===== config.mk =====
export PLATFORM = sky130hd
export DESIGN_NAME = aes_vector_sequencer
export DESIGN_NICKNAME = d
export VERILOG_FILES = /design/src/rtl/aes_vector_sequencer.sv
export SDC_FILE = /design/constraint.sdc
export NUM_CORES = 1
export LEC_CHECK = 0
export CAP_MARGIN = 15
export CORE_AREA = 2 2 209 211
export DETAILED_ROUTE_END_ITERATION = 6
export DIE_AREA = 0 0 211 213
export GPL_TIMING_DRIVEN = 0
export MAX_ROUTING_LAYER = met4
export SLEW_MARGIN = 25
export SYNTH_ARGS = -nofsm -noshare
export SYNTH_HDL_FRONTEND = slang
export SYNTH_SLANG_ARGS = --single-unit

===== constraint.sdc =====
create_clock -name clk -period 4.28 [get_ports clk]
set_input_delay 0.642 -clock clk [delete_from_list [all_inputs] [get_ports clk]]
set_output_delay 0.642 -clock clk [all_outputs]
set_load 0.005 [all_outputs]

===== src/rtl/aes_vector_sequencer.sv =====
// Known-answer self-test sequencer: runs FIPS-197 encrypt/decrypt vectors for each enabled key length.
// Optional response timeout: define AES_SEQ_TIMEOUT_EN (limit set by TIMEOUT_CYCLES).
module aes_vector_sequencer #(
  parameter int TIMEOUT_CYCLES = 1024
) (
  input  logic         clk,
  input  logic         reset,
  input  logic         start,
  input  logic [2:0]   mode_mask,
  output logic         req_valid,
  input  logic         req_ready,
  output logic [127:0] req_data,
  output logic [255:0] req_key,
  output logic [1:0]   req_klen,
  output logic         req_dir,
  input  logic         rsp_valid,
  output logic         rsp_ready,
  input  logic [127:0] rsp_data,
  output logic         busy,
  output logic         done,
  output logic [2:0]   pass,
  output logic [2:0]   fail
);

  localparam logic [127:0] PLAINTEXT = 128'h00112233445566778899aabbccddeeff;
  localparam logic [255:0] FULL_KEY =
    256'h000102030405060708090a0b0c0d0e0f101112131415161718191a1b1c1d1e1f;

  typedef enum logic [2:0] {
    IDLE, SEND_ENC, WAIT_ENC, SEND_DEC, WAIT_DEC, NEXT, DONE
  } state_t;

  state_t     state;
  logic [2:0] mask;
  logic [1:0] mode;
  logic [2:0] start_sel;
  logic [2:0] next_sel;

  if (TIMEOUT_CYCLES < 1) begin : g_bad_timeout
    $error("TIMEOUT_CYCLES must be at least 1");
  end

  // Shorter keys are MSB-aligned with the unused tail forced to zero.
  function automatic logic [255:0] key_for(input logic [1:0] m);
    case (m)
      2'd0:    key_for = {FULL_KEY[255:128], 128'h0};
      2'd1:    key_for = {FULL_KEY[255:64], 64'h0};
      default: key_for = FULL_KEY;
    endcase
  endfunction

  function automatic logic [127:0] expected_ct(input logic [1:0] m);
    case (m)
      2'd0:    expected_ct = 128'h69c4e0d86a7b0430d8cdb78070b4c55a;
      2'd1:    expected_ct = 128'hdda97ca4864cdfe06eaf70a0ec0d7191;
      default: expected_ct = 128'h8ea2b7ca516745bfeafc49904b496089;
    endcase
  endfunction

  // Returns {found, mode} for the lowest set bit of m.
  function automatic logic [2:0] lowest_mode(input logic [2:0] m);
    if (m[0])      lowest_mode = 3'b1_00;
    else if (m[1]) lowest_mode = 3'b1_01;
    else if (m[2]) lowest_mode = 3'b1_10;
    else           lowest_mode = 3'b0_00;
  endfunction

  function automatic logic [2:0] modes_above(input logic [1:0] m);
    case (m)
      2'd0:    modes_above = 3'b110;
      2'd1:    modes_above = 3'b100;
      default: modes_above = 3'b000;
    endcase
  endfunction

  always_comb begin
    start_sel = lowest_mode(mode_mask);
    next_sel  = lowest_mode(mask & modes_above(mode));
  end

`ifdef AES_SEQ_TIMEOUT_EN
  localparam int            CW       = $clog2(TIMEOUT_CYCLES + 1);
  localparam logic [CW-1:0] TMO_LAST = CW'(TIMEOUT_CYCLES - 1);
  logic [CW-1:0] wait_cnt;
  logic          timed_out;
  assign timed_out = (wait_cnt == TMO_LAST);
`endif

  always_ff @(posedge clk) begin
    if (reset) begin
      state     <= IDLE;
      mask      <= 3'b000;
      mode      <= 2'd0;
      req_valid <= 1'b0;
      req_data  <= '0;
      req_key   <= '0;
      req_klen  <= 2'd0;
      req_dir   <= 1'b0;
      rsp_ready <= 1'b0;
      busy      <= 1'b0;
      done      <= 1'b0;
      pass      <= 3'b000;
      fail      <= 3'b000;
`ifdef AES_SEQ_TIMEOUT_EN
      wait_cnt  <= '0;
`endif
    end else begin
      case (state)
        IDLE, DONE: begin
          if (start) begin
            mask <= mode_mask;
            pass <= 3'b000;
            fail <= 3'b000;
            if (start_sel[2]) begin
              busy      <= 1'b1;
              done      <= 1'b0;
              mode      <= start_sel[1:0];
              req_valid <= 1'b1;
              req_dir   <= 1'b0;
              req_data  <= PLAINTEXT;
              req_key   <= key_for(start_sel[1:0]);
              req_klen  <= start_sel[1:0];
              state     <= SEND_ENC;
            end else begin
              busy  <= 1'b0;
              done  <= 1'b1;
              state <= DONE;
            end
          end
        end

        SEND_ENC, SEND_DEC: begin
          if (req_ready) begin
            req_valid <= 1'b0;
            rsp_ready <= 1'b1;
            state     <= (state == SEND_ENC) ? WAIT_ENC : WAIT_DEC;
`ifdef AES_SEQ_TIMEOUT_EN
            wait_cnt  <= '0;
`endif
          end
        end

        // A matching ciphertext is fed straight back as the decrypt request.
        WAIT_ENC: begin
          if (rsp_valid) begin
            rsp_ready <= 1'b0;
            if (rsp_data == expected_ct(mode)) begin
              req_valid <= 1'b1;
              req_dir   <= 1'b1;
              req_data  <= rsp_data;
              state     <= SEND_DEC;
            end else begin
              fail[mode] <= 1'b1;
              state      <= NEXT;
            end
          end
`ifdef AES_SEQ_TIMEOUT_EN
          else if (timed_out) begin
            rsp_ready  <= 1'b0;
            fail[mode] <= 1'b1;
            state      <= NEXT;
          end else begin
            wait_cnt <= wait_cnt + 1'b1;
          end
`endif
        end

        WAIT_DEC: begin
          if (rsp_valid) begin
            rsp_ready <= 1'b0;
            if (rsp_data == PLAINTEXT) pass[mode] <= 1'b1;
            else                       fail[mode] <= 1'b1;
            state <= NEXT;
          end
`ifdef AES_SEQ_TIMEOUT_EN
          else if (timed_out) begin
            rsp_ready  <= 1'b0;
            fail[mode] <= 1'b1;
            state      <= NEXT;
          end else begin
            wait_cnt <= wait_cnt + 1'b1;
          end
`endif
        end

        NEXT: begin
          if (next_sel[2]) begin
            mode      <= next_sel[1:0];
            req_valid <= 1'b1;
            req_dir   <= 1'b0;
            req_data  <= PLAINTEXT;
            req_key   <= key_for(next_sel[1:0]);
            req_klen  <= next_sel[1:0];
            state     <= SEND_ENC;
          end else begin
            busy  <= 1'b0;
            done  <= 1'b1;
            state <= DONE;
          end
        end

        default: state <= IDLE;
      endcase
    end
  end

endmodule


==> qor.yml <==
h-tree-depth: 4
cp_data_arrival_time_ns: 4.25
ys_seq_area_frac: 0.3757
setup_viol: 0
placementRows: 76
ys_async_sr_fraction: 0
status: "complete, no violations"
antenna_found_initial: 2
grt-ovfl-total: 0
power_mw: 6.136
post_cts_resized: 0
io-pin-count: 533
clk_latency_ns: 0.42
drc_errors: 0
cts_root_buf: "clkbuf_16"
initial_core_util: 0.1859
min_period_over_period: 0.9173
area_delta_synth_final_pct: 69.19
cts-hold-fix-buffers: 0
synth_top_area_frac: 0.3757
fmax_mhz: 254.7
grt_pass1_wl_mm: 44.41
maxSlewViolCount: 0
grt_usage: 0.1367
synth_top_cells_by_count: "buf_4 (254), dfxtp_1 (149), nand2_1 (85)"
die_h_um: 213
rsz0062_at_grt: "false"
cap_violations: 0
hold_depth: 2
avgSynthCellArea_um2: 8.705
end_kind: "register"
drt-total-wl_mm: 31.37
synth_flop_cell: "dfxtp_1"
synth_area_um2: 7939
synth_edf_count: 0
port_buffers: 356
fin_tns_setup_ns: 0
die_area_um2: 44940
yosysWarnings: 0
drtIter0Drc: 469
tightestPinTransition_ns: 1.057
synth_top_area_cell: "dfxtp_1"
holdWs_ns: 0.4486
cts_tree: "done"
dp_hpwl_mm: 26.13
grt_max_degree: 34
postSynthCellCount: 912
vdd_drop_max_uv: 348.9
path_clk_slew_ns: 0.07
die_x_um: 211
fin_nets: 1598
rr_worst_depth: 11
cts_buffers: 17
max_slew_margin: 0.2956
p_leak_nw: 5.668
powerDensity_nw_per_um2: 456.8
hold_viol: 0
core_area_um2: 42700
postCtsSetupRepairBufs: 0
vias_per_cell: 3.853
vias: 7790
gp_congestion: 0.9167
wl_per_cell_um: 15.52
fin_cells: 2022
path_max_fanout: 10
synth_seq_cells: 149
grt_pass1_vias: 7283
layout_min_cycle_time_ns: 3.926
hold_path_class: "register to register"
worstSetupPathType: "register to register"
worst_ep_required_time_ns: 4.60
synth_area_leaders: "dfxtp_1 (38%), buf_4 (24%), o21a_1 (6.7%)"
first_pass_iters: 5
synth_most_common_cell: "buf_4"
clock-sinks: 149
synth.distinct_cells: 61
cts_buffer_depth: 2
cp-start-kind: "register"
place_inst: 1989
finClkSkew_ns: 0.01285
layout-drive-gt1-share: 0.2081
drtAntennaViolNets: 0
cells by family (layout without fill, tap and decap cells):
| kind of cell | count (synthesis) | in the layout | share of synthesized area |
|---|---|---|---|
| flops | 149 | 149 | 0.3757 |
| compound gates | 201 | 201 | 0.1656 |
| simple gates | 253 | 253 | 0.1808 |
| mux | 4 | 4 | 0.005044 |
| other cells | 1 | 177 | 0.0004724 |
| xor+xnor | 2 | 2 | 0.002207 |
| buf+inv | 302 | 690 | 0.2701 |
flip-flops by register name (all words and copies together) (netlist names), 2 cells and up:
register	count
mode	2
req_data	128
pass	3
state	3
fail	3
mask	2
req_key	3
final timing paths:
| path | endpoint | slack (ns) | start |
|---|---|---|---|
| worst max-delay path | req_data[10] | 0.35 | mode[1] |
| worst min-delay path | req_valid | 0.45 | req_valid |
| worst max register to register | req_data[10] | 0.35 | mode[1] |
| worst min register to register | req_valid | 0.45 | req_valid |
critical path, stage by stage (launching register included):
cell and delay [ns]:
dfxtp_1 0.38, buf_2 0.26, clkbuf_1 0.40, buf_2 0.38, nand4_1 0.13, o32ai_1 0.30
o221ai_2 0.33, or4_1 0.54, nor4_4 0.30, buf_4 0.24, a21oi_1 0.32, o21a_1 0.23
cell type report:
class	instances	area, um^2
clock buffer	18	429.2
tap	546	683.2
timing repair buffer	356	3563
buffer	290	2100
multi-input combinational	636	3481
fill	4474	29260
sequential	149	2985
clock inverter	14	142.6
antenna	1	2.502
inverter	12	45.04
layer usage:
metal,wire length (um),vias up,part of all wire,global-route usage
li1,-,3846,-,-
met3,2759,30,0.088,0.04442
met2,15240,366,0.49,0.2296
met1,13030,3548,0.42,0.1592
met5,0,-,0,-
met4,347,0,0.011,0.02987
cells in the final DEF, fill, tap and decap left out, types with 5 or more instances in the layout:
cell and n:
clkbuf_1 25, inv_1 12, or4_1 11, nor2b_1 7, nand2_1 85, nand4b_1 9, nor4_1 6, dfxtp_1 147
conb_1 176, nand3_1 16, clkbuf_16 17, buf_6 7, nor4bb_1 7, buf_4 254, a31oi_1 8, inv_6 5
nor4b_1 11, nand4_1 15, nor3_1 9, nand2b_1 11, o21ai_0 65, a21oi_1 25, clkdlybuf4s50_1 356, o21a_1 71
nor3b_1 11, nor2_1 29
stage by stage:
step             util  instance area (um^2)  worst slack [ns]
3_5_place_dp   0.3008                 12840          -0.06691
2_1_floorplan       -                  8596             1.084
6_report       0.3146                 13430            0.3538
5_1_grt        0.3146                 13430            0.1168
3_3_place_gp   0.3008                 12840          -0.02833
4_1_cts        0.3142                 13410            0.2666
report_power, final:
part / total, mW / switching, mW / internal, mW
Sequential: 1.87 / 0.218 / 1.65
Clock: 1.47 / 0.650 / 0.819
Combinational: 2.80 / 1.10 / 1.70
Total: 6.14 / 1.97 / 4.17
(Power assumes the default switching activity.)
